==> src/rtl/vga_sync_gen.sv <==
// Free-running VGA timing: pixel counts + active flags for the game logic, porch-corrected sync pins and blanked RGB.
// Latency: counts/flags 1 cycle, sync pins and RGB RGB_DELAY cycles behind counts; no backpressure, enable=0 freezes all state.
module vga_sync_gen #(
    parameter int TOTAL_COLS    = 800,
    parameter int TOTAL_ROWS    = 525,
    parameter int ACTIVE_COLS   = 640,
    parameter int ACTIVE_ROWS   = 480,
    parameter int H_FRONT_PORCH = 16,
    parameter int H_SYNC_WIDTH  = 96,
    parameter int V_FRONT_PORCH = 10,
    parameter int V_SYNC_WIDTH  = 2,
    parameter int SYNC_ACTIVE   = 0,
    parameter int RGB_DELAY     = 2
) (
    input  logic       clock,
    input  logic       reset_n,
    input  logic       enable,
    input  logic [3:0] in_Red,
    input  logic [3:0] in_Green,
    input  logic [3:0] in_Blue,
    output logic [9:0] column_count,
    output logic [9:0] row_count,
    output logic       out_Hsync,
    output logic       out_Vsync,
    output logic       frame_start,
    output logic [7:0] frame_count,
    output logic       vga_Hsync,
    output logic       vga_Vsync,
    output logic [3:0] vga_Red,
    output logic [3:0] vga_Green,
    output logic [3:0] vga_Blue
);

    generate
        if (ACTIVE_COLS + H_FRONT_PORCH + H_SYNC_WIDTH > TOTAL_COLS) begin : g_bad_h
            $error("vga_sync_gen: horizontal porch + sync exceeds TOTAL_COLS");
        end
        if (ACTIVE_ROWS + V_FRONT_PORCH + V_SYNC_WIDTH > TOTAL_ROWS) begin : g_bad_v
            $error("vga_sync_gen: vertical porch + sync exceeds TOTAL_ROWS");
        end
        if (TOTAL_COLS > 1024 || TOTAL_ROWS > 1024) begin : g_bad_w
            $error("vga_sync_gen: timing does not fit 10-bit counters");
        end
        if (RGB_DELAY < 1) begin : g_bad_d
            $error("vga_sync_gen: RGB_DELAY must be at least 1");
        end
    endgenerate

    localparam logic [9:0] COL_LAST = 10'(TOTAL_COLS - 1);
    localparam logic [9:0] ROW_LAST = 10'(TOTAL_ROWS - 1);
    localparam logic [9:0] ACT_COLS = 10'(ACTIVE_COLS);
    localparam logic [9:0] ACT_ROWS = 10'(ACTIVE_ROWS);
    localparam logic [9:0] H_START  = 10'(ACTIVE_COLS + H_FRONT_PORCH);
    localparam logic [9:0] H_END    = 10'(ACTIVE_COLS + H_FRONT_PORCH + H_SYNC_WIDTH - 1);
    localparam logic [9:0] V_START  = 10'(ACTIVE_ROWS + V_FRONT_PORCH);
    localparam logic [9:0] V_END    = 10'(ACTIVE_ROWS + V_FRONT_PORCH + V_SYNC_WIDTH - 1);
    localparam logic       SYNC_ON  = (SYNC_ACTIVE != 0);
    // The output registers form the last stage, so only RGB_DELAY-1 internal stages are needed.
    localparam int         PD       = (RGB_DELAY > 1) ? RGB_DELAY - 1 : 1;

    typedef struct packed {
        logic h;
        logic v;
        logic act;
    } sync_t;

    logic [9:0] col_q, col_d;
    logic [9:0] row_q, row_d;
    logic       hact_q, hact_d;
    logic       vact_q, vact_d;
    logic       fstart_q, fstart_d;
    logic [7:0] fcnt_q;
    logic       hs_q, vs_q;
    logic [3:0] red_q, green_q, blue_q;
    sync_t      cur, tail;
    sync_t      pipe_q [PD];

    always_comb begin
        col_d = col_q + 10'd1;
        row_d = row_q;
        if (col_q == COL_LAST) begin
            col_d = 10'd0;
            row_d = (row_q == ROW_LAST) ? 10'd0 : row_q + 10'd1;
        end
        hact_d   = (col_d < ACT_COLS);
        vact_d   = (row_d < ACT_ROWS);
        fstart_d = (col_d == 10'd0) && (row_d == 10'd0);
    end

    // Undelayed sync terms for the counts currently on the outputs.
    always_comb begin
        cur.h   = (col_q >= H_START) && (col_q <= H_END);
        cur.v   = (row_q >= V_START) && (row_q <= V_END);
        cur.act = hact_q & vact_q;
    end

    generate
        if (RGB_DELAY == 1) begin : g_tail_direct
            assign tail = cur;
        end else begin : g_tail_pipe
            assign tail = pipe_q[PD-1];
        end
    endgenerate

    always_ff @(posedge clock or negedge reset_n) begin
        if (!reset_n) begin
            col_q    <= COL_LAST;
            row_q    <= ROW_LAST;
            hact_q   <= 1'b0;
            vact_q   <= 1'b0;
            fstart_q <= 1'b0;
            fcnt_q   <= 8'd0;
            for (int i = 0; i < PD; i++) begin
                pipe_q[i] <= '0;
            end
            hs_q     <= ~SYNC_ON;
            vs_q     <= ~SYNC_ON;
            red_q    <= 4'h0;
            green_q  <= 4'h0;
            blue_q   <= 4'h0;
        end else if (enable) begin
            col_q    <= col_d;
            row_q    <= row_d;
            hact_q   <= hact_d;
            vact_q   <= vact_d;
            fstart_q <= fstart_d;
            if (fstart_d) begin
                fcnt_q <= fcnt_q + 8'd1;
            end
            pipe_q[0] <= cur;
            for (int i = 1; i < PD; i++) begin
                pipe_q[i] <= pipe_q[i-1];
            end
            hs_q    <= tail.h ? SYNC_ON : ~SYNC_ON;
            vs_q    <= tail.v ? SYNC_ON : ~SYNC_ON;
            red_q   <= tail.act ? in_Red   : 4'h0;
            green_q <= tail.act ? in_Green : 4'h0;
            blue_q  <= tail.act ? in_Blue  : 4'h0;
        end
    end

    assign column_count = col_q;
    assign row_count    = row_q;
    assign out_Hsync    = hact_q;
    assign out_Vsync    = vact_q;
    assign frame_start  = fstart_q;
    assign frame_count  = fcnt_q;
    assign vga_Hsync    = hs_q;
    assign vga_Vsync    = vs_q;
    assign vga_Red      = red_q;
    assign vga_Green    = green_q;
    assign vga_Blue     = blue_q;

endmodule
==> config.mk <==
export PLATFORM = sky130hd
export DESIGN_NAME = vga_sync_gen
export DESIGN_NICKNAME = d
export VERILOG_FILES = /design/src/rtl/vga_sync_gen.sv
export SDC_FILE = /design/constraint.sdc
export NUM_CORES = 1
export LEC_CHECK = 0
export ABC_AREA = 1
export CAP_MARGIN = 10
export CORE_MARGIN = 2
export CORE_UTILIZATION = 35
export CTS_CLUSTER_DIAMETER = 50
export DETAILED_ROUTE_END_ITERATION = 10
export DONT_BUFFER_PORTS = 1
export PLACE_DENSITY_LB_ADDON = 0.15
export SLEW_MARGIN = 20
export SYNTH_ARGS = -nofsm -noshare
export SYNTH_HDL_FRONTEND = slang
export SYNTH_SLANG_ARGS = --single-unit
==> constraint.sdc <==
create_clock -name clock -period 3.3 [get_ports clock]
set_input_delay 0.66 -clock clock [delete_from_list [all_inputs] [get_ports clock]]
set_output_delay 0.66 -clock clock [all_outputs]
set_load 0.02 [all_outputs]
Word level (Yosys, flattened, before mapping)

Index checks and enable logic that the tools add are counted.

Bits of input ports: 15
Word-level logic and storage cells: 40
Register bits after elaboration: 48

Equality and inequality tests: 2
Muxes and demuxes: 8
Bitwise gates (word level): 1
Reductions and logical operators: 6
$lt $le $gt $ge: 6
Add/sub/neg operators: 3

Operators by type and width:

| kind                                                                               | count |
|---|---|
| 10-bit two-way mux                                                                 | 3 |
| 10-bit by 1-bit adder with 10-bit output (second input constant)                   | 2 |
| 10-bit equality test (second input constant)                                       | 2 |
| 10-bit zero test                                                                   | 2 |
| 4-bit two-way mux                                                                  | 3 |
| 10-bit >= comparator (second input constant)                                       | 1 |
| 10-bit by 9-bit >= comparator with 1-bit output (second input constant)            | 1 |
| 10-bit less-or-equal comparator (second input constant)                            | 1 |
| 10-bit by 9-bit less-or-equal comparator with 1-bit output (second input constant) | 1 |
| 10-bit < comparator (second input constant)                                        | 1 |
| 10-bit by 9-bit < comparator with 1-bit output (second input constant)             | 1 |
| 8-bit by 1-bit adder with 8-bit output (second input constant)                     | 1 |
| 1-bit logical AND                                                                  | 3 |
| 1-bit two-way mux                                                                  | 2 |
| 2-bit AND reduction                                                                | 1 |
| 1-bit bitwise AND                                                                  | 1 |

Depth between registers and ports, before layout

Word-level depth: 6
Depth in mapped cells: 15

Worst setup path after synthesis

No wires, ideal clock.

Path type: register to register
Start: register col_q[0] (netlist: column_count[0])
End: register fcnt_q[5] (netlist: frame_count[5])
Clock period less this slack: 2.176 ns
Stages on the path, launching flop included: 15
Required time: 3.183 ns
Data arrival time: 2.058 ns
Library setup time: 0.117 ns
Setup slack: 1.124 ns
Cell sequence: dfstp_2 -> ha_1 -> nand2_2 -> nor2_4 -> nand4_4 -> buf_6 -> nand2_1 -> nand2_1 -> nor2_2 -> nand2_2 -> nor2_4 -> buf_6 -> nand3_1 -> nand2_1 -> nand2_1

Cells in the longest elaborated chain, start to end: 5
Elaborated cells between the ends (all ways): 8
Those cells by class: add/sub (1); eq/ne (1); mux (2); reduce/logical (4)

RTL lines:

| element                                                                                 | RTL line | source |
|---|---|---|
| start, declared                                                                         | 67       | `logic [9:0] col_q, col_d;` |
| start signal, assigned                                                                  | 122      | `col_q <= col_d;` |
| 10-bit by 1-bit adder with 10-bit output / 10-bit equality test (equally long branches) | 79, 81   |  |
| 10-bit two-way mux                                                                      | 81       | `if (col_q == COL_LAST) begin` |
| 10-bit zero test                                                                        | 87       | `fstart_d = (col_d == 10'd0) && (row_d == 10'd0);` |
| 1-bit logical AND *                                                                     | 87       |  |
| 2-bit AND reduction (no line) *                                                         | -        |  |
| end signal, assigned                                                                    | 128      | `fcnt_q <= fcnt_q + 8'd1;` |
| end, declared                                                                           | 72       | `logic [7:0] fcnt_q;` |

Every way passes the cells marked *; elsewhere a longest branch is shown, timed or not.
A chain may end at the register's enable or synchronous reset.

Worst setup path after layout

Start: register col_q[0] (netlist: column_count[0])
End: register fcnt_q[2] (netlist: frame_count[2])

The elaborated chain is that of the path after synthesis.

==> summary.txt <==
Outcome
  • Status: finished clean

Logic synthesis
  • FF+latch count, synth: 48
  • Yosys warns: 0
  • Post-Syn Area: about 2800 µm²
  • Largest cells by area after synthesis: dfrtp_1, nand2_1, dfstp_2, nand3_1, inv_1
  • Syn_nets: approximately 390
  • Synthesized instance count: approximately 370
  • Avg Inst Size Synth: approximately 7.5 µm²
  • Sequential share of the synthesized area: 0.437
  • Cell taking the most area after synthesis: dfrtp_1
  • Post-synthesis cell type count: 30
  • Top cell type's share of synthesized area: 0.324

Placement
  • Gp weighted congestion: between 0.8 and 0.9
  • Number of placed instances, taps included: 461
  • Port buffer count: 0
  • DP HPWL: roughly 5.0 mm

Worst setup path
  • CP startpoint kind: flip-flop
  • Worst path most repeated cell: nand2_1
  • Setup CP Type: reg -> reg
  • CP arrival: roughly 2.8 ns
  • Largest stage delay on the critical path: between 0.6 and 0.7 ns
  • Worst path cell trace: ha_1 > nand2_2 > nor2_4 > nand4_4 > nand2_1 > o21ai_0 > nor2_1 > nand2_1 > nor2_4 > nand3_1 > nand2_1 > nand2_1
  • Max FO, Critical Path: 16
  • Crit end category: flip-flop
  • Reg2reg setup slack: between 0.6 and 0.7 ns
  • CP max-delay cell: dfstp_2
  • Worst Path Required: ~3.5 ns

CTS
  • PostCTS Resize Cnt: 0
  • # H-tree levels: 2
  • CTS sink count: between 40 and 50
  • CTS tree: yes
  • Clock Path Buffers: 2
  • Hold buffers post-CTS: 0
  • Post-CTS Setup Bufs: 0
  • TritonCTS Buffers: 5
  • Clock-pin slew on the worst setup and hold paths: ~0.1 ns
  • Worst skew pair latency: 0.31 ns
  • Clock root cell: clkbuf_8

Die
  • Total Die Area: just under 9000 µm²
  • # rows: 32
  • Die Width: roughly 93 µm
  • Initial core utilization: 0.360
  • Vert. Die Dim: slightly above 90 µm
  • Core Box Area: 7730 µm²
  • Number of top-level pins: 60

Route
  • DRC Markers: 0
  • DRT Pass-1 Iters: 5
  • WL final: a little under 7 mm
  • Total number of vias: between 2000 and 2500
  • ANT nets after route: 0
  • Avg WL per Cell: ~15 µm
  • Via density: 5.03
  • Initial DRC Count: 73

STA
  • Fin crit share: 0.796
  • Max Freq: ~380 MHz
  • Total negative setup slack: 0 ns
  • Final Hold Vio Count: 0
  • Setup Skew: approximately 0.013 ns
  • Setup-failing EPs final: 0
  • Final slew viol count: 0
  • Slew margin rel.: 0.640
  • Slew @ Worst Pin: approximately 0.54 ns
  • Final min period: 2.63 ns
  • RSZ-0062 raised after global routing: no

Final layout
  • # fillers: approximately 800
  • Commonest non-fill, non-tap cell in the layout: nand2_1
  • Commonest non-fill, non-tap cells in the layout: nand2_1, nand3_1, inv_1, dfrtp_1, o21ai_0
  • ANT cells: 0
  • Share of post-route cells with drive strength above 1: 0.106
  • Layout area overhead: 7.02%
  • Post-Layout Cell Count: between 400 and 500
  • Nets: 387

GRT
  • Vias in the first global route: between 2000 and 2500
  • Antenna violations before repair: 0
  • First-pass GRT wire length: approximately 12 mm
  • GRT overflow: 0
  • Largest net degree at the start of global routing: 49
  • Tot GR Track Use: 0.173

Pwr
  • Pwr dens: about 600 nW/µm²
  • P_leak: 1.42 nW
  • Maximum vdd drop: 0.000214 V

Hold path
  • Worst hold path type: in -> async

Job
  • Maxcap violations: 0
## stage by stage
stage	utilization	instance area (µm²)	hold WS (ns)	setup slack, ns	power, mW
floorplan	-	2780	0.364	1.12	1.17
global placement	0.367	2840	0.366	0.779	1.26
detailed placement	0.367	2840	0.366	0.706	1.27
finish	0.385	2980	0.0320	0.672	1.78
CTS	0.385	2980	0.0200	0.670	1.80
global route	0.385	2980	0.00785	0.387	1.90
## path summary, 6_finish.rpt
| path | start | endpoint | cells after the start |
|---|---|---|---|
| max | column_count[0] | frame_count[2] | 12 |
| min | reset_n | column_count[5] | 0 |
| max reg2reg | column_count[0] | frame_count[2] | 12 |
| min reg2reg | pipe_q[1] | vga_Vsync | 1 |
| max in group asynchronous | reset_n | row_count[9] | 0 |
| min in group clock | enable | column_count[9] | 1 |
## kinds of logic (layout without fill, tap and decap cells)
| family | Yosys count | count (layout) | share of synthesized area |
|---|---|---|---|
| DFF | 48 | 48 | 0.437 |
| xor gates and xnor gates | 3 | 3 | 0.00945 |
| buffers and inverters | 54 | 49 | 0.0819 |
| AOI/OAI and AO/OA | 34 | 34 | 0.0684 |
| adders and majority gates | 6 | 6 | 0.0270 |
| and+or+nand+nor | 227 | 227 | 0.376 |
## final cells by class
| class | instances | area, µm² | area share |
|---|---|---|---|
| clock buffer | 5 | 68.8 | 0.0231 |
| clock inverter | 3 | 68.8 | 0.0231 |
| inverter | 40 | 150 | 0.0505 |
| multi-input combinational | 270 | 1340 | 0.449 |
| sequential | 48 | 1220 | 0.409 |
| tap | 102 | 128 | 0.0429 |
| timing repair buffer | 1 | 7.51 | 0.00252 |
## synth_stat cells, drive strengths merged
cell / number
inv: 39
dfrtp: 36
o211ai: 1
nand2: 126
nor3: 4
nand3: 44
buf: 7
o21ai: 26
a32o: 1
dfstp: 12
o41ai: 1
nor2: 31
xor2: 3
clkinv: 1
ha: 6
clkbuf: 7
a21oi: 2
nand4: 20
nor4: 1
o21bai: 2
and3: 1
a22o: 1
## state kept, by name, indices dropped and copies added (netlist names)
name and flops:
out_Hsync 1, vga_Green 4, pipe_q 3, column_count 10, vga_Red 4, vga_Vsync 1, frame_count 8, out_Vsync 1
vga_Blue 4, frame_start 1, vga_Hsync 1, row_count 10
## worst max-delay path: cells and delay by family, from the launching register on
kind / cells / cell delay (ns)
AOI/OAI and AO/OA: 1 / 0.15
DFF: 1 / 0.66
and+or+nand+nor: 10 / 1.46
adders and majority gates: 1 / 0.24
## where the power goes
part	internal, mW	leakage (nW)	total, mW	switching [mW]
registers	0.695	0.611	0.937	0.241
clock network	0.305	0.0687	0.522	0.217
logic	0.109	0.744	0.319	0.210
total	1.11	1.42	1.78	0.668
## layer usage
| layer | vias up | track usage | routed length (µm) |
|---|---|---|---|
| met4 | 0 | 0.0576 | 131 |
| met5 | - | 0 | 0 |
| li1 | 1195 | - | - |
| met2 | 63 | 0.293 | 3300 |
| met1 | 1091 | 0.211 | 3040 |
| met3 | 10 | 0.0524 | 467 |
Note: power is estimated with default switching activity, not from simulation.
